$ cat src/rtl/element_cmd_issuer_if.sv
// element_cmd_issuer_if: command-source and element-side signal bundle for element_cmd_issuer
// master: issuer view (drives cmd_ready, cmdstb, held fields, late, late_cnt, pending)
// slave: counterpart view (drives cmd, cmd_valid, flush, tcnt, busy)
interface element_cmd_issuer_if #(
  parameter int ENV_ADDRWIDTH = 12,
  parameter int FREQ_ADDRWIDTH = 9,
  parameter int TCNTWIDTH = 27,
  parameter int DEPTH = 4
);
  logic [127:0] cmd;
  logic cmd_valid, cmd_ready, flush, busy, cmdstb, late;
  logic [TCNTWIDTH-1:0] tcnt;
  logic [ENV_ADDRWIDTH-1:0] envstart, envlength;
  logic [15:0] ampx, late_cnt;
  logic [16:0] pini;
  logic [FREQ_ADDRWIDTH-1:0] freqaddr;
  logic [1:0] mode;
  logic [$clog2(DEPTH):0] pending;
  modport master (
    input cmd, cmd_valid, flush, tcnt, busy,
    output cmd_ready, cmdstb, envstart, envlength, ampx, pini, freqaddr, mode, late, late_cnt, pending
  );
  modport slave (
    output cmd, cmd_valid, flush, tcnt, busy,
    input cmd_ready, cmdstb, envstart, envlength, ampx, pini, freqaddr, mode, late, late_cnt, pending
  );
endinterface

$ cat src/rtl/element_cmd_issuer.sv
// element_cmd_issuer: buffers timestamped pulse commands and issues each to one element once due and not busy
// Ports: clk; reset (async, active-high); io (element_cmd_issuer_if.master): cmd/cmd_valid/cmd_ready/flush
// from the command source, tcnt/busy from the element, cmdstb with held fields, late/late_cnt and pending out.
module element_cmd_issuer #(
  parameter int ENV_ADDRWIDTH = 12,
  parameter int FREQ_ADDRWIDTH = 9,
  parameter int TCNTWIDTH = 27,
  parameter int DEPTH = 4
) (
  input logic clk,
  input logic reset,
  element_cmd_issuer_if.master io
);
  localparam int AW = $clog2(DEPTH);
  localparam logic [1:0] IDLE = 2'd0, WAIT = 2'd1, ISSUE = 2'd2, GAP = 2'd3;
  logic [94:0] mem_q [DEPTH];
  logic [94:0] stg_q;
  logic [AW:0] wr_q, rd_q, cnt, cnt_d;
  logic [1:0] st_q, st_d;
  logic gap_q, rdy_q, stb_q, late_q;
  logic [ENV_ADDRWIDTH-1:0] es_q, el_q;
  logic [15:0] ax_q, lcnt_q;
  logic [16:0] pi_q;
  logic [FREQ_ADDRWIDTH-1:0] fa_q;
  logic [1:0] md_q;
  logic [TCNTWIDTH-1:0] diff;
  logic push, load, fire, late_d, unused_hi;
  assign unused_hi = ^io.cmd[127:95];
  assign cnt = wr_q - rd_q;
  assign push = io.cmd_valid & rdy_q & ~io.flush;
  // the last GAP cycle already stages the next command, giving the 4-cycle minimum issue spacing
  assign load = (st_q == IDLE || (st_q == GAP && gap_q)) && cnt != '0 && !io.flush;
  // modular difference: a trigger up to half the counter range behind tcnt is due, across the wrap
  assign diff = io.tcnt - stg_q[TCNTWIDTH-1:0];
  assign fire = st_q == WAIT && !diff[TCNTWIDTH-1] && !io.busy && !io.flush;
  assign late_d = io.tcnt != stg_q[TCNTWIDTH-1:0];
  assign cnt_d = io.flush ? '0 : cnt + (AW+1)'(push) - (AW+1)'(load);
  assign st_d = load ? WAIT :
                st_q == WAIT ? (io.flush ? IDLE : fire ? ISSUE : WAIT) :
                st_q == ISSUE ? GAP :
                (st_q == GAP && gap_q) ? IDLE : st_q;
  always_ff @(posedge clk)
    if (push) mem_q[wr_q[AW-1:0]] <= io.cmd[94:0];
  always_ff @(posedge clk or posedge reset)
    if (reset) begin
      st_q <= IDLE;
      gap_q <= 1'b0;
      rdy_q <= 1'b0;
      wr_q <= '0;
      rd_q <= '0;
      stg_q <= '0;
      stb_q <= 1'b0;
      late_q <= 1'b0;
      lcnt_q <= '0;
      es_q <= '0;
      el_q <= '0;
      ax_q <= '0;
      pi_q <= '0;
      fa_q <= '0;
      md_q <= '0;
    end else begin
      st_q <= st_d;
      gap_q <= st_q == GAP && !gap_q;
      rdy_q <= cnt_d < (AW+1)'(DEPTH);
      wr_q <= wr_q + (AW+1)'(push);
      rd_q <= io.flush ? wr_q : rd_q + (AW+1)'(load);
      if (load) stg_q <= mem_q[rd_q[AW-1:0]];
      stb_q <= fire;
      late_q <= fire & late_d;
      if (fire) begin
        es_q <= stg_q[27 +: ENV_ADDRWIDTH];
        el_q <= stg_q[39 +: ENV_ADDRWIDTH];
        ax_q <= stg_q[66:51];
        pi_q <= stg_q[83:67];
        fa_q <= stg_q[84 +: FREQ_ADDRWIDTH];
        md_q <= stg_q[94:93];
        if (late_d && lcnt_q != '1) lcnt_q <= lcnt_q + 16'd1;
      end
    end
  assign io.cmd_ready = rdy_q;
  assign io.pending = cnt;
  assign io.cmdstb = stb_q;
  assign io.late = late_q;
  assign io.late_cnt = lcnt_q;
  assign io.envstart = es_q;
  assign io.envlength = el_q;
  assign io.ampx = ax_q;
  assign io.pini = pi_q;
  assign io.freqaddr = fa_q;
  assign io.mode = md_q;
endmodule
$ cat src/flat_wrapper.sv
// flat-port wrapper written by rule: the top's interface ports become plain ports
module element_cmd_issuer_flat 
#(
  parameter int ENV_ADDRWIDTH = 12,
  parameter int FREQ_ADDRWIDTH = 9,
  parameter int TCNTWIDTH = 27,
  parameter int DEPTH = 4
)
  (clk, reset, io_cmd, io_cmd_valid, io_flush, io_tcnt, io_busy, io_cmd_ready, io_cmdstb, io_envstart, io_envlength, io_ampx, io_pini, io_freqaddr, io_mode, io_late, io_late_cnt, io_pending);
  element_cmd_issuer_if #(.ENV_ADDRWIDTH(ENV_ADDRWIDTH), .FREQ_ADDRWIDTH(FREQ_ADDRWIDTH), .TCNTWIDTH(TCNTWIDTH), .DEPTH(DEPTH)) io_i ();
  input logic clk;
  input logic reset;
  input wire logic [$bits(io_i.cmd)-1:0] io_cmd;
  input wire logic [$bits(io_i.cmd_valid)-1:0] io_cmd_valid;
  input wire logic [$bits(io_i.flush)-1:0] io_flush;
  input wire logic [$bits(io_i.tcnt)-1:0] io_tcnt;
  input wire logic [$bits(io_i.busy)-1:0] io_busy;
  output wire logic [$bits(io_i.cmd_ready)-1:0] io_cmd_ready;
  output wire logic [$bits(io_i.cmdstb)-1:0] io_cmdstb;
  output wire logic [$bits(io_i.envstart)-1:0] io_envstart;
  output wire logic [$bits(io_i.envlength)-1:0] io_envlength;
  output wire logic [$bits(io_i.ampx)-1:0] io_ampx;
  output wire logic [$bits(io_i.pini)-1:0] io_pini;
  output wire logic [$bits(io_i.freqaddr)-1:0] io_freqaddr;
  output wire logic [$bits(io_i.mode)-1:0] io_mode;
  output wire logic [$bits(io_i.late)-1:0] io_late;
  output wire logic [$bits(io_i.late_cnt)-1:0] io_late_cnt;
  output wire logic [$bits(io_i.pending)-1:0] io_pending;
  assign io_i.cmd = io_cmd;
  assign io_i.cmd_valid = io_cmd_valid;
  assign io_i.flush = io_flush;
  assign io_i.tcnt = io_tcnt;
  assign io_i.busy = io_busy;
  assign io_cmd_ready = io_i.cmd_ready;
  assign io_cmdstb = io_i.cmdstb;
  assign io_envstart = io_i.envstart;
  assign io_envlength = io_i.envlength;
  assign io_ampx = io_i.ampx;
  assign io_pini = io_i.pini;
  assign io_freqaddr = io_i.freqaddr;
  assign io_mode = io_i.mode;
  assign io_late = io_i.late;
  assign io_late_cnt = io_i.late_cnt;
  assign io_pending = io_i.pending;
  element_cmd_issuer #(.ENV_ADDRWIDTH(ENV_ADDRWIDTH), .FREQ_ADDRWIDTH(FREQ_ADDRWIDTH), .TCNTWIDTH(TCNTWIDTH), .DEPTH(DEPTH)) u_core (.clk(clk), .reset(reset), .io(io_i));
endmodule
$ cat config.mk
export PLATFORM = sky130hd
export DESIGN_NAME = element_cmd_issuer_flat
export DESIGN_NICKNAME = d
export VERILOG_FILES = /design/src/rtl/element_cmd_issuer_if.sv /design/src/rtl/element_cmd_issuer.sv /design/src/flat_wrapper.sv
export SDC_FILE = /design/constraint.sdc
export NUM_CORES = 1
export LEC_CHECK = 0
export ABC_CLOCK_PERIOD_IN_PS = 19100
export CORE_MARGIN = 2
export CORE_UTILIZATION = 59
export CTS_CLUSTER_SIZE = 12
export DETAILED_ROUTE_END_ITERATION = 7
export MAX_ROUTING_LAYER = met4
export PLACE_DENSITY = 0.83
export SLEW_MARGIN = 20
export SYNTH_ARGS = -nofsm -noshare
export SYNTH_HDL_FRONTEND = slang
export SYNTH_SLANG_ARGS = --single-unit
export TNS_END_PERCENT = 10
$ cat constraint.sdc
create_clock -name clk -period 19.1 [get_ports clk]
set_input_delay 3.82 -clock clk [delete_from_list [all_inputs] [get_ports clk]]
set_output_delay 3.82 -clock clk [all_outputs]
set_load 0.01 [all_outputs]
==> run_results.csv, run 1 <==
group,metric,value,unit
run,cap_violations,0,
synthesis,syn_avg_cell_area,19.9,µm²
detailed_routing,vias,10900,
synthesis,synth_cells,1100,
cells_and_area,nets,1543,
cells_and_area,regArea,16200,µm²
synthesis,yosysUniqueCellTypes,40,
clock_network,cts_hold_buffers,0,
grt,grt_antenna_before_repair,3,
place,placed_cells,1756,
synthesis,synth.net_count,1295,
cells_and_area,multi_input_comb_area,5350,µm²
power,powerDensity,151,nW/µm²
worst_setup_path,cp_data_arrival_time,7.84,ns
detailed_routing,firstDrtPassIters,6,
cells_and_area,finalNonFillerCells,1867,
clock_network,clockBufferDepth,3,
place,dp_hpwl,24500,µm
clock_network,cts_tree,"done",
detailed_routing,avgViaCountPerCell,5.82,
floorplanning,core-area,36500,µm²
place,port_buffers,216,
grt,grt_first_pass_wirelength,67200,µm
cells_and_area,areaGrowthSynthToFinish,20.7,%
power,leakagePower,9.67,nW
clock_network,cts_max_level,2,
hold_path,hp-class,"flop to flop",
floorplanning,start_util,59.9,%
detailed_routing,drc,0,
worst_setup_path,crit_fanout,46,
sta,final-max-slew-violation-count,0,
sta,fin_setup_tns,0,ns
floorplanning,num_rows,70,
sta,fmax,136,MHz
grt,grt.total_usage,24.1,%
worst_setup_path,critPathKind,"primary input to flop",
worst_setup_path,crit_path_start_kind,"primary input",
synthesis,ys_seq_area_share,74.1,%
clock_network,clock-root-buffer,"clkbuf_16",
sta,finalCritPeriodShare,38.5,%
synthesis,ys.flop_type,"edfxtp_1",
detailed_routing,drt_iter0_markers,552,
outcome,outcome,"complete, no violations",
detailed_routing,wl,43500,µm
clock_network,numCtsBuffers,57,
synthesis,async_flop_share,33.5,%
clock_network,clk_pin_slew_worst_paths,0.06,ns
clock_network,postCtsResizedCells,0,
synthesis,synthesis.area,21900,µm²
floorplanning,die_area,38600,µm²
grt,overflow,0,
sta,finClkSkew,0.0123,ns
floorplanning,io_pins,250,
power,power.total,3.98,mW
sta,tightestPinTransition,1.02,ns
sta,min_period,7.35,ns
sta,final-hold-violation-count,0,
synthesis,synth_enable_flop_cells,380,
floorplanning,fp.dieH,196,µm
grt,grt_pass1_vias,11900,
detailed_routing,ant_nets,0,
cells_and_area,drive_above_1_share,24.2,%
detailed_routing,wl_per_cell,23.3,µm
cells_and_area,fill_cells,2178,
clock_network,clk_latency,0.61,ns
clock_network,cts.sinks,571,
sta,setup_viol,0,
worst_setup_path,cp-end-kind,"flop",
synthesis,ys_warn_count,0,
sta,rsz0062_at_grt,"no",
sta,slew_headroom,31.7,%
synthesis,ys_ff_latch,571,
floorplanning,dieWidth,196,µm
power,irDropWorstVdd,0.112,mV
place,gp_congestion,0.796,
grt,grt_max_degree,121,
clock_network,cts_setup_buffers,0,
worst_setup_path,cp.required,19.58,ns
==> synth_stat cells (2+ instances only) <==
master    instances  share of area (%)
mux2_4           29                2.0
nor2_1           11               0.19
buf_2             2              0.046
xor2_1            6               0.24
edfxtp_1        380                 52
and3_1            7               0.20
buf_1             6               0.10
a31oi_1           2              0.057
clkbuf_1         28               0.48
nor3_1            4              0.092
nand2b_1          4               0.11
mux4_2           95                9.8
a2111o_1          2               0.10
buf_6             7               0.36
a21oi_1          13               0.30
dfrtp_1         191                 22
nand3_1           4              0.092
ha_1             34                1.9
a211oi_1          2              0.069
nand4_1          17               0.49
nand2_1          43               0.74
inv_1            37               0.64
xnor2_1          16               0.64
mux2_2          113                5.8
nor4_1            3              0.086
o21ai_0          30               0.69
==> cell type report <==
class,count,share of cell area (%)
clock inverters,11,0.569
clock buffers,95,6.22
multi-input cells,449,20.3
repair buffers,232,8.74
inverters,37,0.555
well taps,468,2.22
diodes,4,0.0379
flip-flops and latches,571,61.4
==> kinds of logic after synthesis <==
group | count (synthesis) | share of synthesized area [%]
muxes | 238 | 17.6
AOI/OAI and AO/OA | 53 | 1.36
and+or+nand+nor | 100 | 2.26
adders and majority gates | 35 | 2.04
DFF | 571 | 74.1
buffers and inverters | 80 | 1.63
xor gates and xnor gates | 23 | 1.01
==> flip-flops by register name, summed over array words and instances, names as in the netlist <==
name and count:
u_core.rd_q 3, u_core.io.envstart 12, u_core.stg_q 95, u_core.st_q 2, u_core.io.late_cnt 16, u_core.wr_q 3
u_core.io.ampx 16, u_core.io.envlength 12, u_core.io.cmd_ready 1, u_core.mem_q 380, u_core.io.freqaddr 9, u_core.io.cmdstb 1
u_core.gap_q 1, u_core.io.mode 2, u_core.io.pini 17, u_core.io.late 1
==> critical path, stage by stage <==
cell	delay (ns)
clkdlybuf4s50_1	0.42
ha_1	0.32
a21oi_1	0.15
o21ai_0	0.10
a2111o_1	0.45
a2111o_1	0.59
xnor2_4	0.25
nand2_4	0.49
buf_4	0.74
mux2_2	0.43
==> per-layer routing <==
layer / part of all wire, % / vias to the layer above / global-route usage, % / routed length, µm
met4: 2.6 / 0 / 8.00 / 1150
li1: - / 4790 / - / -
met5: 0 / - / - / 0
met1: 39 / 5695 / 29.6 / 17200
met3: 5.3 / 82 / 4.50 / 2290
met2: 53 / 295 / 40.8 / 22900
==> cell usage in the layout, fill, tap and decap left out, drive strengths merged, types with 7 or more instances in the layout <==
master and count:
xnor2 17, inv 40, mux4 95, mux2 142
edfxtp 380, ha 34, clkdlybuf4s50 216, and3 7
nand2 44, dfrtp 191, clkbuf 95, nor2 12
o21ai 30, nand4 17, buf 16, a21oi 13
==> power breakdown <==
part	switching, mW	total (mW)	internal (mW)
Combinational	0.478	1.12	0.642
Clock	0.452	1.08	0.624
Sequential	0.184	1.78	1.60
Total	1.11	3.98	2.87
==> path summary, 6_finish.rpt <==
kind                                               start                              to  slack [ns]  depth (start not counted)
worst max-delay path                          io_tcnt[3]  u_core.io.ampx[11]$_DFFE_PP0P_       11.75                         10
worst min-delay path              u_core.gap_q$_DFF_PP0_          u_core.gap_q$_DFF_PP0_        0.47                          1
worst max register to register  u_core.rd_q[0]$_DFF_PP0_    u_core.stg_q[43]$_DFFE_PP0P_       14.82                         10
worst min register to register    u_core.gap_q$_DFF_PP0_          u_core.gap_q$_DFF_PP0_        0.47                          1
max in group asynchronous                          reset    u_core.stg_q[47]$_DFFE_PP0P_       14.14                          3
min in group asynchronous                          reset     u_core.stg_q[5]$_DFFE_PP0P_        3.76                          2
==> metrics by stage <==
stage	hold slack, ns	utilization [%]	instance area, µm²	setup slack [ns]
final	0.470	72.2	26400	11.75
after global routing	0.485	72.2	26400	11.62
after floorplan	0.422	-	21900	5.28
after global placement	0.432	67.2	24600	11.15
after detailed placement	0.455	67.2	24600	11.12
after CTS	0.467	72.1	26300	11.76
(Power assumes the default switching activity.)
==> inputs of run 2 (changes only) <==
- ABC_CLOCK_PERIOD_IN_PS: 19100 -> 6800
- CORE_UTILIZATION: 59 -> 56
- PLACE_DENSITY: 0.83 -> 0.8
- clock period: 19.1 -> 6.8 ns (I/O delays scaled with it)
==> run_results.csv, run 2 (same netlist as run 1, synthesis figures left out) <==
group,metric,value,unit
outcome,outcome,"complete, no violations",
cells_and_area,largest_reg_flops,380,
sta,fin_ws,2.20,ns
floorplanning,start_util,56.7,%
clock_network,cts_max_level,2,
power,powerDensity,419,nW/µm²
grt,grt_antenna_before_repair,2,
detailed_routing,drt_iter0_markers,621,
sta,rsz0062_at_grt,"no",
floorplanning,fp.dieH,202,µm
worst_setup_path,slowest_delay,0.59,ns
place,gp_congestion,0.798,
cells_and_area,layout_commonest_cell,"edfxtp_1",
clock_network,clk_latency,0.62,ns
floorplanning,num_rows,72,
clock_network,cts_hold_buffers,0,
place,port_buffers,216,
worst_setup_path,cp-end-kind,"flop",
cells_and_area,nets,1542,
clock_network,clock-root-buffer,"clkbuf_16",
detailed_routing,firstDrtPassIters,4,
sta,final-max-slew-violation-count,0,
clock_network,clk_pin_slew_worst_paths,0.06,ns
run,cap_violations,0,
sta,tightestPinTransition,0.930,ns
clock_network,postCtsResizedCells,0,
cells_and_area,layout_common_cells,"edfxtp_1, clkdlybuf4s50_1, dfrtp_1",
sta,final-hold-violation-count,0,
floorplanning,io_pins,250,
hold_path,hp-class,"flop to flop",
sta,slew_headroom,38.0,%
sta,fmax,217,MHz
floorplanning,core-area,38600,µm²
worst_setup_path,crit_top_cell,"a2111o_1",
worst_setup_path,cp.required,7.28,ns
grt,overflow,0,
cells_and_area,regArea,16200,µm²
worst_setup_path,critPathKind,"primary input to flop",
worst_setup_path,cp_slowest_cell,"a2111o_1",
cells_and_area,areaGrowthSynthToFinish,21.0,%
detailed_routing,wl,41300,µm
grt,grt_pass1_vias,11600,
power,leakagePower,9.66,nW
sta,timing.hold.ws,0.445,ns
power,irDropWorstVdd,0.263,mV
place,dpl_worst_slack,1.60,ns
worst_setup_path,crit_path_start_kind,"primary input",
cells_and_area,drive_above_1_share,24.2,%
worst_setup_path,crit_fanout,48,
detailed_routing,ant_nets,0,
clock_network,cts_tree,"done",
detailed_routing,drc,0,
sta,setup_viol,0,
detailed_routing,vias,10700,
cells_and_area,multi_input_comb_area,5370,µm²
cells_and_area,fill_cells,2516,
grt,grt.total_usage,21.7,%
floorplanning,dieWidth,202,µm
clock_network,cts_setup_buffers,0,
power,power.total,11.1,mW
clock_network,numCtsBuffers,57,
worst_setup_path,cp_data_arrival_time,5.08,ns
worst_setup_path,crit_chain,"clkdlybuf4s50_1 > ha_1 > a21oi_1 > o21ai_0 > a2111o_1 > a2111o_1 > xnor2_4 > nand2_4 > buf_12 > mux2_4",
clock_network,cts.sinks,571,
detailed_routing,wl_per_cell,21.6,µm
cells_and_area,fin_util,68.6,%
grt,grt_first_pass_wirelength,65600,µm
sta,finalCritPeriodShare,67.7,%
sta,min_period,4.60,ns
clock_network,clockBufferDepth,3,
sta,finClkSkew,0.0250,ns
place,dp_hpwl,23700,µm
grt,grt_max_degree,143,
detailed_routing,avgViaCountPerCell,5.61,
floorplanning,die_area,40600,µm²
run 2: changes by cell type in the layout (fill, tap and decap cells not counted), moves of 2 or more:
cell      change
buf_12        +2
clkinv_2      +2
clkinv_8      +2
inv_6         -2
nor4_2        -2
nor4_4        +2
run 2: stage by stage:
step	cell area, µm²	instances	setup TNS, ns
final	26400	1915	0
after global routing	26400	1914	0
after CTS	26400	1912	0
after detailed placement	24700	1806	0
after global placement	24700	1806	0
after floorplan	21900	1100	-104.96
run 2: where the power goes:
part / total, mW / leakage [nW] / switching (mW) / internal (mW)
sequential: 4.94 / 5.77 / 0.445 / 4.49
combinational: 3.18 / 3.03 / 1.38 / 1.80
clock: 2.96 / 0.855 / 1.25 / 1.71
total: 11.1 / 9.66 / 3.08 / 8.01
run 2: final cells by class:
| class | count | area share, % |
|---|---|---|
| diodes | 3 | 0.0284 |
| clock buffers | 94 | 6.19 |
| clock inverters | 12 | 0.516 |
| inverters | 37 | 0.573 |
| multi-input cells | 449 | 20.3 |
| flip-flops and latches | 571 | 61.3 |
| well taps | 518 | 2.45 |
| repair buffers | 231 | 8.70 |
run 2: path summary, 6_finish.rpt:
kind | from | endpoint | slack (ns) | cells after the start
max in group asynchronous | reset | u_core.io.pini[0]$_DFFE_PP0P_ | 4.29 | 3
worst max-delay path | io_tcnt[3] | u_core.io.envstart[2]$_DFFE_PP0P_ | 2.20 | 10
min in group asynchronous | reset | u_core.stg_q[0]$_DFFE_PP0P_ | 1.30 | 2
worst max register to register | u_core.rd_q[1]$_DFF_PP0_ | u_core.io.cmd_ready$_DFF_PP0_ | 3.01 | 13
worst min register to register | u_core.gap_q$_DFF_PP0_ | u_core.gap_q$_DFF_PP0_ | 0.44 | 1
worst min-delay path | u_core.gap_q$_DFF_PP0_ | u_core.gap_q$_DFF_PP0_ | 0.44 | 1
run 2: worst max-delay path, delay by kind of cell:
kind | cells | cell delay (ns)
muxes | 1 | 0.32
AOI/OAI and AO/OA | 4 | 1.32
adders and majority gates | 1 | 0.32
xor gates and xnor gates | 1 | 0.34
and+or+nand+nor | 1 | 0.54
buffers and inverters | 2 | 0.82
run 2: routing by layer:
layer  GRT usage (%)  part of all wire [%]
met5               -                     0
met4            6.38                   2.5
met3            4.75                   5.3
met1            27.4                    41
met2            35.8                    51
==> inputs of run 3 (changes only) <==
- ABC_CLOCK_PERIOD_IN_PS: 6800 -> 4800
- clock period: 6.8 -> 4.8 ns (I/O delays scaled with it)
==> run_results.csv, run 3 (same netlist as run 1, synthesis figures left out) <==
group,metric,value,unit
place,port_buffers,216,
grt,grt_antenna_before_repair,3,
clock_network,clockBufferDepth,3,
place,dp_hpwl,24600,µm
detailed_routing,wl,41600,µm
floorplanning,core-area,38600,µm²
run,cap_violations,0,
cells_and_area,finalNonFillerCells,1920,
detailed_routing,drt_iter0_markers,564,
worst_setup_path,reg2reg_slack,1.38,ns
worst_setup_path,crit_fanout,47,
detailed_routing,firstDrtPassIters,5,
place,gp_congestion,0.793,
clock_network,cts_hold_buffers,0,
grt,grt_max_degree,102,
cells_and_area,areaGrowthSynthToFinish,21.0,%
detailed_routing,drc,0,
power,irDropWorstVdd,0.426,mV
sta,final-hold-violation-count,0,
sta,finClkSkew,0.0113,ns
worst_setup_path,r2r_cells,9,
worst_setup_path,critPathKind,"flop to output port",
sta,fmax,259,MHz
detailed_routing,wl_per_cell,21.7,µm
clock_network,clock-root-buffer,"clkbuf_16",
worst_setup_path,critical_path_depth,5,
cells_and_area,drive_above_1_share,24.3,%
clock_network,clk_pin_slew_worst_paths,0.06,ns
clock_network,cts.sinks,571,
hold_path,hold_start,"u_core.gap_q$_DFF_PP0_",
detailed_routing,vias,10800,
worst_setup_path,r2r_start,"u_core.rd_q[1]$_DFF_PP0_",
cells_and_area,layout_commonest_cell,"edfxtp_1",
worst_setup_path,critPathBufInv,2,
hold_path,min_to,"u_core.gap_q$_DFF_PP0_",
cells_and_area,fill_cells,2552,
worst_setup_path,reg2reg_to,"u_core.stg_q[41]$_DFFE_PP0P_",
cells_and_area,multi_input_comb_area,5370,µm²
place,placed_cells,1813,
hold_path,whs_path_depth,1,
worst_setup_path,crit_chain,"fa_1 > xor2_1 > xnor2_1 > inv_1 > clkdlybuf4s50_1",
sta,timing.hold.ws,0.457,ns
worst_setup_path,cp_slowest_cell,"dfrtp_4",
power,leakagePower,9.67,nW
sta,rsz0062_at_grt,"no",
power,powerDensity,587,nW/µm²
worst_setup_path,cp-end-kind,"output port",
clock_network,cts_max_level,2,
cells_and_area,regArea,16200,µm²
floorplanning,io_pins,250,
detailed_routing,avgViaCountPerCell,5.62,
worst_setup_path,critical-path-top-delay-family,"flip-flops",
clock_network,cts_setup_buffers,0,
sta,finalCritPeriodShare,80.3,%
worst_setup_path,crit_path_start_kind,"flop",
sta,min_period,3.85,ns
cells_and_area,largest_reg_flops,380,
detailed_routing,ant_nets,0,
clock_network,postCtsResizedCells,0,
clock_network,clk_latency,0.59,ns
floorplanning,num_rows,72,
hold_path,hp-class,"flop to flop",
grt,overflow,0,
grt,grt_pass1_vias,11500,
cells_and_area,layout_common_cells,"edfxtp_1, clkdlybuf4s50_1, dfrtp_1",
grt,grt_first_pass_wirelength,64900,µm
clock_network,cts_tree,"done",
sta,tightestPinTransition,0.907,ns
floorplanning,dieWidth,202,µm
worst_setup_path,cp_data_arrival_time,2.89,ns
grt,grt.total_usage,21.7,%
clock_network,numCtsBuffers,56,
floorplanning,start_util,56.7,%
cells_and_area,nets,1548,
worst_setup_path,cp.required,3.84,ns
sta,setup_viol,0,
floorplanning,die_area,40600,µm²
sta,slew_headroom,39.5,%
floorplanning,fp.dieH,202,µm
worst_setup_path,slowest_delay,0.77,ns
outcome,outcome,"complete, no violations",
sta,final-max-slew-violation-count,0,
## run 3: per-layer routing
layer  GRT usage [%]  routed length [µm]
met2            36.7               22000
met5               -                   0
met4            7.25                1100
met1            27.1               16600
met3            3.43                2000
## run 3: power breakdown
part	switching [mW]	internal (mW)
clock network	1.72	2.29
logic	1.98	2.56
registers	0.621	6.37
## run 3: final cells by class
cell class	count	area share [%]
diodes	3	0.0284
clock buffers	98	6.16
clock inverters	6	0.185
inverters	37	0.554
multi-input cells	449	20.3
flip-flops and latches	571	61.3
well taps	518	2.45
repair buffers	238	9.08
## run 3: how the worst max path moves through the flow
stage	from	end	slack (ns)
floorplan	io_flush	u_core.mem_q[0][0]$_DFFE_PP_	-2.15
global placement	io_tcnt[5]	u_core.io.envlength[1]$_DFFE_PP0P_	0.46
detailed placement	io_tcnt[5]	u_core.io.envlength[3]$_DFFE_PP0P_	0.45
CTS	u_core.rd_q[1]$_DFF_PP0_	io_pending[2]	0.88
global route	u_core.rd_q[1]$_DFF_PP0_	io_pending[2]	0.78
finish	u_core.rd_q[1]$_DFF_PP0_	io_pending[2]	0.95
## run 3: stage by stage
stage | util [%] | setup TNS, ns | setup WS (ns) | cell area [µm²] | total power, mW
6_report | 68.6 | 0 | 0.946 | 26400 | 15.5
5_1_grt | 68.6 | 0 | 0.778 | 26400 | 16.3
4_1_cts | 68.6 | 0 | 0.881 | 26400 | 15.7
3_5_place_dp | 64.2 | 0 | 0.446 | 24800 | 11.7
3_3_place_gp | 64.2 | 0 | 0.462 | 24800 | 11.5
2_1_floorplan | - | -885.31 | -2.15 | 21900 | 9.99
